<file path="config.mk">
export PLATFORM = sky130hd
export DESIGN_NAME = fu_mult_wb_buf
export DESIGN_NICKNAME = d
export VERILOG_FILES = /design/src/rtl/fu_mult_wb_buf_pkg.sv /design/src/rtl/fu_mult_wb_buf.sv
export SDC_FILE = /design/constraint.sdc
export NUM_CORES = 1
export LEC_CHECK = 0
export ABC_CLOCK_PERIOD_IN_PS = 4050
export BUFFER_PORTS_ARGS = -buffer_cell sky130_fd_sc_hd__buf_2
export CAP_MARGIN = 20
export CORE_ASPECT_RATIO = 1.75
export CORE_MARGIN = 5
export CORE_UTILIZATION = 45
export DETAILED_ROUTE_END_ITERATION = 10
export GPL_TIMING_DRIVEN = 0
export PLACE_DENSITY = 0.63
export SYNTH_ARGS = -nofsm -noshare
export SYNTH_HDL_FRONTEND = slang
export SYNTH_SLANG_ARGS = --single-unit
</file>
<file path="constraint.sdc">
create_clock -name clk -period 4.05 [get_ports clk]
set_clock_uncertainty 0.05 [all_clocks]
set_input_delay 0.405 -clock clk [delete_from_list [all_inputs] [get_ports clk]]
set_output_delay 0.405 -clock clk [all_outputs]
set_load 0.02 [all_outputs]
</file>
<file path="src/rtl/fu_mult_wb_buf_pkg.sv">
// Shared defines and types for the multiplier write-back buffer.
// Holds the machine-wide widths and the packed buffer entry layout.

`ifndef ROB_IDX_W
`define ROB_IDX_W 5
`endif

`ifndef PRF_IDX_W
`define PRF_IDX_W 6
`endif

`ifndef BR_MASK_W
`define BR_MASK_W 4
`endif

`ifndef ZERO_REG
`define ZERO_REG {`PRF_IDX_W{1'b0}}
`endif

package fu_mult_wb_buf_pkg;

    localparam int ROB_IDX_W = `ROB_IDX_W;
    localparam int PRF_IDX_W = `PRF_IDX_W;
    localparam int BR_MASK_W = `BR_MASK_W;
    localparam int PRODUCT_W = 64;

    typedef logic [BR_MASK_W-1:0] br_mask_t;

    // One buffered multiplier result waiting for the CDB.
    typedef struct packed {
        logic [PRODUCT_W-1:0] product;
        logic [ROB_IDX_W:0]   rob_idx;
        logic [PRF_IDX_W-1:0] dest_tag;
        br_mask_t             br_mask;
    } mult_entry_t;

    // True when a result depends on the branch named by the one-hot fix tag.
    function automatic logic mask_hit(input br_mask_t mask, input br_mask_t fix);
        return |(mask & fix);
    endfunction

    // Drop the resolving branch from a dependency mask when it was predicted correctly.
    function automatic br_mask_t mask_resolve(input br_mask_t mask, input br_mask_t fix,
                                              input logic correct);
        return correct ? (mask & ~fix) : mask;
    endfunction

endpackage

</file>
<file path="src/rtl/fu_mult_wb_buf.sv">
// Result buffer between the multiplier's last stage and the CDB.
// Results queue in push order, are squashed on mispredicts, have their branch
// masks trimmed on correct predictions, and stall the multiplier when full.

`ifndef ROB_IDX_W
`define ROB_IDX_W 5
`endif

`ifndef PRF_IDX_W
`define PRF_IDX_W 6
`endif

`ifndef BR_MASK_W
`define BR_MASK_W 4
`endif

`ifndef ZERO_REG
`define ZERO_REG {`PRF_IDX_W{1'b0}}
`endif

module fu_mult_wb_buf
    import fu_mult_wb_buf_pkg::*;
#(
    parameter int DEPTH = 4
) (
    input  logic                  clk,
    input  logic                  rst_n,

    input  logic                  mult_done_i,
    input  logic [63:0]           mult_product_i,
    input  logic [`ROB_IDX_W:0]   mult_rob_idx_i,
    input  logic [`PRF_IDX_W-1:0] mult_dest_tag_i,
    input  logic [`BR_MASK_W-1:0] mult_br_mask_i,

    input  logic                  rob_br_recovery_i,
    input  logic                  rob_br_pred_correct_i,
    input  logic [`BR_MASK_W-1:0] rob_br_tag_fix_i,

    input  logic                  cdb_gnt_i,

    output logic                  stall_o,
    output logic                  cdb_req_o,
    output logic [63:0]           cdb_value_o,
    output logic [`ROB_IDX_W:0]   cdb_rob_idx_o,
    output logic [`PRF_IDX_W-1:0] cdb_dest_tag_o,
    output logic [`BR_MASK_W-1:0] cdb_br_mask_o
);

    localparam int PTR_W = (DEPTH > 1) ? $clog2(DEPTH) : 1;
    localparam int CNT_W = $clog2(DEPTH + 1);
    localparam logic [CNT_W-1:0] FULL_COUNT = CNT_W'(DEPTH);
    localparam logic [PTR_W-1:0] PTR_ONE    = PTR_W'(1);
    localparam logic [CNT_W-1:0] CNT_ONE    = CNT_W'(1);

    logic [PTR_W-1:0] head;
    logic [PTR_W-1:0] tail;
    logic [CNT_W-1:0] count;
    logic [DEPTH-1:0] valid;
    logic [DEPTH-1:0] valid_next;
    mult_entry_t      entries [DEPTH];

    mult_entry_t head_entry;
    mult_entry_t push_entry;
    br_mask_t    head_mask_resolved;
    logic        occupied;
    logic        head_squash;
    logic        incoming_squash;
    logic        push;
    logic        pop;
    logic        bubble;
    logic        retire;

    // Full flag comes straight from the registered count so the multiplier stall has no input paths.
    assign stall_o = (count == FULL_COUNT);

    // Decode this cycle's push, pop and bubble-retire decisions from state and inputs.
    always_comb begin
        occupied           = (count != '0);
        head_entry         = entries[head];
        head_squash        = rob_br_recovery_i && mask_hit(head_entry.br_mask, rob_br_tag_fix_i);
        head_mask_resolved = mask_resolve(head_entry.br_mask, rob_br_tag_fix_i,
                                          rob_br_pred_correct_i);

        cdb_req_o = occupied && valid[head] && !head_squash;
        pop       = cdb_req_o && cdb_gnt_i;
        bubble    = occupied && !valid[head];
        retire    = pop || bubble;

        incoming_squash = rob_br_recovery_i && mask_hit(mult_br_mask_i, rob_br_tag_fix_i);
        push            = mult_done_i && !stall_o && !incoming_squash;

        push_entry.product  = mult_product_i;
        push_entry.rob_idx  = mult_rob_idx_i;
        push_entry.dest_tag = mult_dest_tag_i;
        push_entry.br_mask  = mask_resolve(mult_br_mask_i, rob_br_tag_fix_i,
                                           rob_br_pred_correct_i);
    end

    // Head entry drives the broadcast; tag and mask are forced idle when nothing is requested.
    always_comb begin
        cdb_value_o    = head_entry.product;
        cdb_rob_idx_o  = head_entry.rob_idx;
        cdb_dest_tag_o = cdb_req_o ? head_entry.dest_tag : `ZERO_REG;
        cdb_br_mask_o  = cdb_req_o ? head_mask_resolved : '0;
    end

    // Next valid bits: squash dependents, retire the popped head, then mark the new tail entry.
    always_comb begin
        valid_next = valid;
        for (int i = 0; i < DEPTH; i++) begin
            if (rob_br_recovery_i && mask_hit(entries[i].br_mask, rob_br_tag_fix_i)) begin
                valid_next[i] = 1'b0;
            end
        end
        if (pop) begin
            valid_next[head] = 1'b0;
        end
        if (push) begin
            valid_next[tail] = 1'b1;
        end
    end

    // Pointer, occupancy and valid-bit state; squashed slots stay counted until bubble-retired.
    always_ff @(posedge clk or negedge rst_n) begin
        if (!rst_n) begin
            head  <= '0;
            tail  <= '0;
            count <= '0;
            valid <= '0;
        end else begin
            valid <= valid_next;
            if (retire) begin
                head <= head + PTR_ONE;
            end
            if (push) begin
                tail <= tail + PTR_ONE;
            end
            if (push && !retire) begin
                count <= count + CNT_ONE;
            end else if (retire && !push) begin
                count <= count - CNT_ONE;
            end
        end
    end

    // Payload storage: write the pushed result and trim masks of every stored result on a correct prediction.
    always_ff @(posedge clk) begin
        for (int i = 0; i < DEPTH; i++) begin
            if (push && (tail == PTR_W'(i))) begin
                entries[i] <= push_entry;
            end else if (rob_br_pred_correct_i) begin
                entries[i].br_mask <= entries[i].br_mask & ~rob_br_tag_fix_i;
            end
        end
    end

endmodule

</file>
# Word level (Yosys, flattened, before mapping)
# Memories as Yosys holds them, arrays and structs flattened.
# Index checks and enable logic that the tools add are counted.
# totals
input_bits	90
mem_count	1
elab_cells	112
reg_bits	11
ramBits	320
# mem_list
name	words	word_bits	rd	rd_clocked_by_memory_dff	write_ports	line_no	source
entries	4	80	5	0	4	fu_mult_wb_buf.sv:60	mult_entry_t entries [DEPTH];
# op_classes
n_mux	39
bitwise_logic	20
n_addsub	4
magnitude_cmp	4
n_eq_ne	4
n_reduce_logical	36
# ops
cell	count
$and 4x4->4	13
$mux 4	9
$mux 1	24
$reduce_or 4->1	6
$logic_and 1x1->1	20
$not 4->4	2
$logic_not 1->1	6
$lt 2x3->1 const B	2
$mux 3	2
$mux 6	1
$add 2x1->2 const B	2
$demux 1 s2	2
$eq 2x2->1 const B	2
$ge 2x1->1 const B	2
$or 1x1->1	4
$or 4x4->4	1
$add 3x1->3 const B	1
$eq 3x3->1 const B	1
$reduce_bool 3->1	1
$sub 3x1->3 const B	1
$bmux 1 s2	1
$eq 2x1->1 const B	1
$logic_not 2->1	1
$reduce_bool 2->1	1
$logic_or 1x1->1	1

# Longest topological paths before layout
# An unclocked memory read counts as a cell.
# logic_depth
depth_word	11
ltp_mapped	13
depth_no_buf	11

# Worst setup path before layout
# OpenSTA, ideal clock, no wires.
# synth_timing
kind	input to register
startpoint	input port rob_br_tag_fix_i[2]
endpoint	memory entries[2][10] (netlist bit) (enable)
cell_stages	6
arrival_time_ps	2987
n_path_buf	1
setup_time_ps	430
setup_slack_ps	584
cell_sequence	a22o_1 -> o21ai_0 -> and3_1 -> clkbuf_1 -> nand2_1 -> inv_1
# synth_rtl
item	line_no	source
start, declared	fu_mult_wb_buf.sv:37	input logic [`BR_MASK_W-1:0] rob_br_tag_fix_i,
end, declared	fu_mult_wb_buf.sv:60	

# Worst setup path in the final report
# layout_timing
startpoint	register head[1]
endpoint	output port cdb_value_o[44]
# layout_via
elab_chain_cells	1
# layout_rtl
item	line_no	source
start, declared	fu_mult_wb_buf.sv:55	logic [PTR_W-1:0] head;
start signal, assigned	fu_mult_wb_buf.sv:133	head <= head + PTR_ONE;
$mem_v2 4x80	--	
end, declared	fu_mult_wb_buf.sv:43	output logic [63:0] cdb_value_o,
# Every way passes these cells.

==> impl_results.md <==
* Status: complete, no violations
* Synth Net Count at 699
* Hold Violations, Final at 0
* Fill count at 2235
* Core Box Area at approximately 0.028 mm²
* Maximum VDD drop at roughly 0.00044 V
* Met3 Routed Length at 1256 µm
* Worst Path Buf+Inv at 5
* Crit path required time at ~3.6 ns
* Detailed Route WL at roughly 27000 µm
* Unrepaired setup endpoints after global routing: no
* IO Pins at 172
* Antenna-violating nets left at 0
* Largest net degree at the start of global routing at 63
* Initial antenna violation count at 1
* DRC viols at 0
* YS warnings at 0
* Layout area overhead at 24.44%
* Nets at 974
* Final max-slew violation count at 0
* Worst Path Arrival at 3.24 ns
* Utilization after layout at 0.5637
* Skew-Pair Late Insertion Delay at 0.56 ns
* Number of synthesized register bits at 331
* First-pass GRT wire length at between 40000 and 50000 µm
* Leak pwr at ~5.6 nW
* TritonCTS clock tree: done
* Share of cells above drive strength 1 at 0.3587
* CP max-delay cell: clkbuf_1
* PortBufs at 171
* Crit-path most repeated cell: buf_2
* Postcts setup bufs at 0
* Share of flip-flops with an asynchronous set or reset at 0.03323
* Setup TNS at 0 ns
* Endpoints failing setup at 0
* Worst path top cell family by delay: buffers and inverters
* Clock Tree Buf Depth at 3
* TritonCTS Buffers at 30
* CP max FO at 10
* Primary FF master, synth: edfxtp_1
* Synth Cell Area at 0.01287 mm²
* DR iter-0 viols at between 300 and 400
* Clock sinks at 331
* GRT Overall Usage at 0.1731
* Drt first pass iters at 4
* Post-route minimum period at 3.691 ns
* DR vias/cell at around 5.3
* Drt wl/cell at around 21 µm
* Max-slew headroom at 0.5184
* Rows at 82
* # Max-Cap Violations at 0
* Final worst-path cycle share at 0.9113
* M1 WL at 9702 µm
* Critical path class: reg -> out
* Post-synth EDFFs at 320
* Cell Pwr Density at 686.9 mW/mm²
* Critical Path Start Type: flop
* Die Height at between 200 and 250 µm
* Placer Congestion at between 0.8 and 0.9
* Worst path cell trace: buf_2 -> buf_2 -> buf_1 -> clkbuf_1 -> mux4_2 -> buf_2
* Class of the worst hold path: in -> reg
* Critical Path End Type: output port
* H-tree Lvls at 1
* DP HPWL at 17990 µm
* Register area share after synthesis at 0.7678
* Synth unique cells at 35
* Reg clk slew, reported paths at around 0.060 ns
* Max stage delay on crit path at ~0.56 ns
* Cells after Synth at ~600
* Worst Tran Pin Value at slightly above 0.7 ns
* Average size of a mapped cell at roughly 21 µm²
* Gr ovfl total at 0
* Width of the chip at around 140 µm
* Vias in the first global route at 7552
* Met2 wire length at around 16000 µm
* Fmax at 0.2709 GHz
* Die area at 0.03222 mm²
* Starting Density at 0.4530
* DR vias at 6749
* Root cell of the clock tree: clkbuf_16
* Max layer used: met4
-- cells in the mapped netlist (2+ instances only) --
cell type / instances / area, µm²
dfrtp_1: 11 / 275.3
inv_1: 14 / 52.55
a32o_1: 12 / 120.1
xor2_1: 2 / 17.52
mux2_2: 3 / 33.78
mux2i_1: 6 / 60.06
xnor2_1: 3 / 26.28
o21ai_0: 22 / 110.1
nor2_1: 6 / 22.52
nand4_1: 5 / 31.28
o211ai_1: 2 / 15.01
mux4_2: 79 / 1779
nand2b_1: 4 / 25.02
buf_1: 6 / 22.52
a221oi_1: 4 / 35.03
nor2b_1: 12 / 75.07
buf_2: 11 / 55.05
buf_6: 2 / 22.52
nand2_1: 31 / 116.4
clkbuf_1: 12 / 45.04
nor3_1: 5 / 25.02
a22o_1: 6 / 52.55
ha_1: 9 / 112.6
a2bb2oi_2: 2 / 30.03
edfxtp_1: 320 / 9609
-- cells in the final DEF (no fill, tap or decap), types with 3 or more instances in the layout --
master / synthesis / final
a221oi_1: 4 / 4
a22o_1: 6 / 6
a32o_1: 12 / 12
buf_1: 6 / 6
buf_16: 0 / 4
buf_2: 11 / 182
bufinv_16: 0 / 5
clkbuf_1: 12 / 16
clkbuf_16: 0 / 31
clkinv_1: 0 / 7
dfrtp_1: 11 / 11
dlygate4sd3_1: 0 / 68
edfxtp_1: 320 / 320
ha_1: 9 / 9
inv_1: 14 / 10
inv_4: 0 / 4
inv_6: 0 / 4
mux2_2: 3 / 3
mux2i_1: 6 / 6
mux4_2: 79 / 79
nand2_1: 31 / 31
nand2b_1: 4 / 4
nand4_1: 5 / 5
nor2_1: 6 / 6
nor2b_1: 12 / 12
nor3_1: 5 / 5
o21ai_0: 22 / 22
xnor2_1: 3 / 3
-- cell families (layout without fill, tap and decap cells) --
| kind of cell | Yosys count | count (layout) | share of synthesized area |
|---|---|---|---|
| AOI/OAI and AO/OA | 52 | 52 | 0.03178 |
| muxes | 88 | 88 | 0.1455 |
| xor gates and xnor gates | 5 | 5 | 0.003402 |
| and+or+nand+nor | 68 | 68 | 0.02585 |
| DFF | 331 | 331 | 0.7678 |
| other | 0 | 1 | 0 |
| adders and majority gates | 10 | 10 | 0.01030 |
| buffers and inverters | 45 | 341 | 0.01536 |
-- metal layers --
| layer | vias to the layer above | GRT usage |
|---|---|---|
| met3 | 55 | 0.02984 |
| met5 | - | 0 |
| met4 | 0 | 0.06489 |
| met2 | 180 | 0.3259 |
| li1 | 3042 | - |
| met1 | 3472 | 0.1921 |
-- path summary, 6_finish.rpt --
path | from | to | slack (ns) | cells past startpoint
max in group asynchronous | rst_n | valid[0] | 3.53 | 2
min reg2reg | count[2] | count[2] | 0.48 | 1
max | head[1] | cdb_value_o[44] | 0.36 | 6
min in group asynchronous | rst_n | valid[3] | 0.21 | 2
min | mult_product_i[42] | entries[2][58] | 0.03 | 1
max reg2reg | head[1] | count[1] | 0.91 | 11
-- registers in the layout (all words and copies together), names as in the netlist --
| register | flops |
|---|---|
| count | 3 |
| entries | 320 |
| head | 2 |
| tail | 2 |
| valid | 4 |
-- timing repair --
action                     in CTS  in global routing
hold buffers                   68                  0
setup endpoints to repair       0                  0
resized for setup               0                  0
hold endpoints to repair      269                  0
-- per-stage QoR --
step	total power, mW	hold slack (ns)	setup slack, ns	cells	cell area, µm²
detailed placement	8.211	0.2477	0.7660	1152	14320
CTS	11.19	0.0005028	0.2850	1273	16020
global route	11.55	0.006142	0.1532	1274	16020
global placement	8.116	0.2416	-1.007	1148	14200
finish	11.00	0.03056	0.3592	1274	16020
floorplan	6.996	0.05941	0.5837	599	12870
-- where the power goes --
part | internal (mW) | switching, mW | leakage, nW
Combinational | 1.50 | 2.16 | 2.08
Clock | 1.71 | 1.18 | 0.491
Sequential | 4.30 | 0.146 | 3.06
-- area by class of cell --
class	instances	area [µm²]	area share
Sequential cell	331	9884	0.6170
Multi-Input combinational cell	223	2791	0.1742
Timing Repair Buffer	243	1647	0.1028
Clock buffer	35	790.8	0.04936
Tap cell	378	473.0	0.02952
Clock inverter	18	224.0	0.01398
Buffer	31	145.1	0.009060
Inverter	14	62.56	0.003905
Antenna cell	1	2.502	0.0001562
-- worst register-to-register path: cells and delay by family (launching register included) --
family          cells  cell delay, ns
mux                 2            0.65
compound gates      2            0.40
simple gates        1            0.19
buf+inv             4            0.74
fa+ha+maj           2            0.62
flops               1            0.39
No activity file was read; power rests on OpenSTA's default activity.
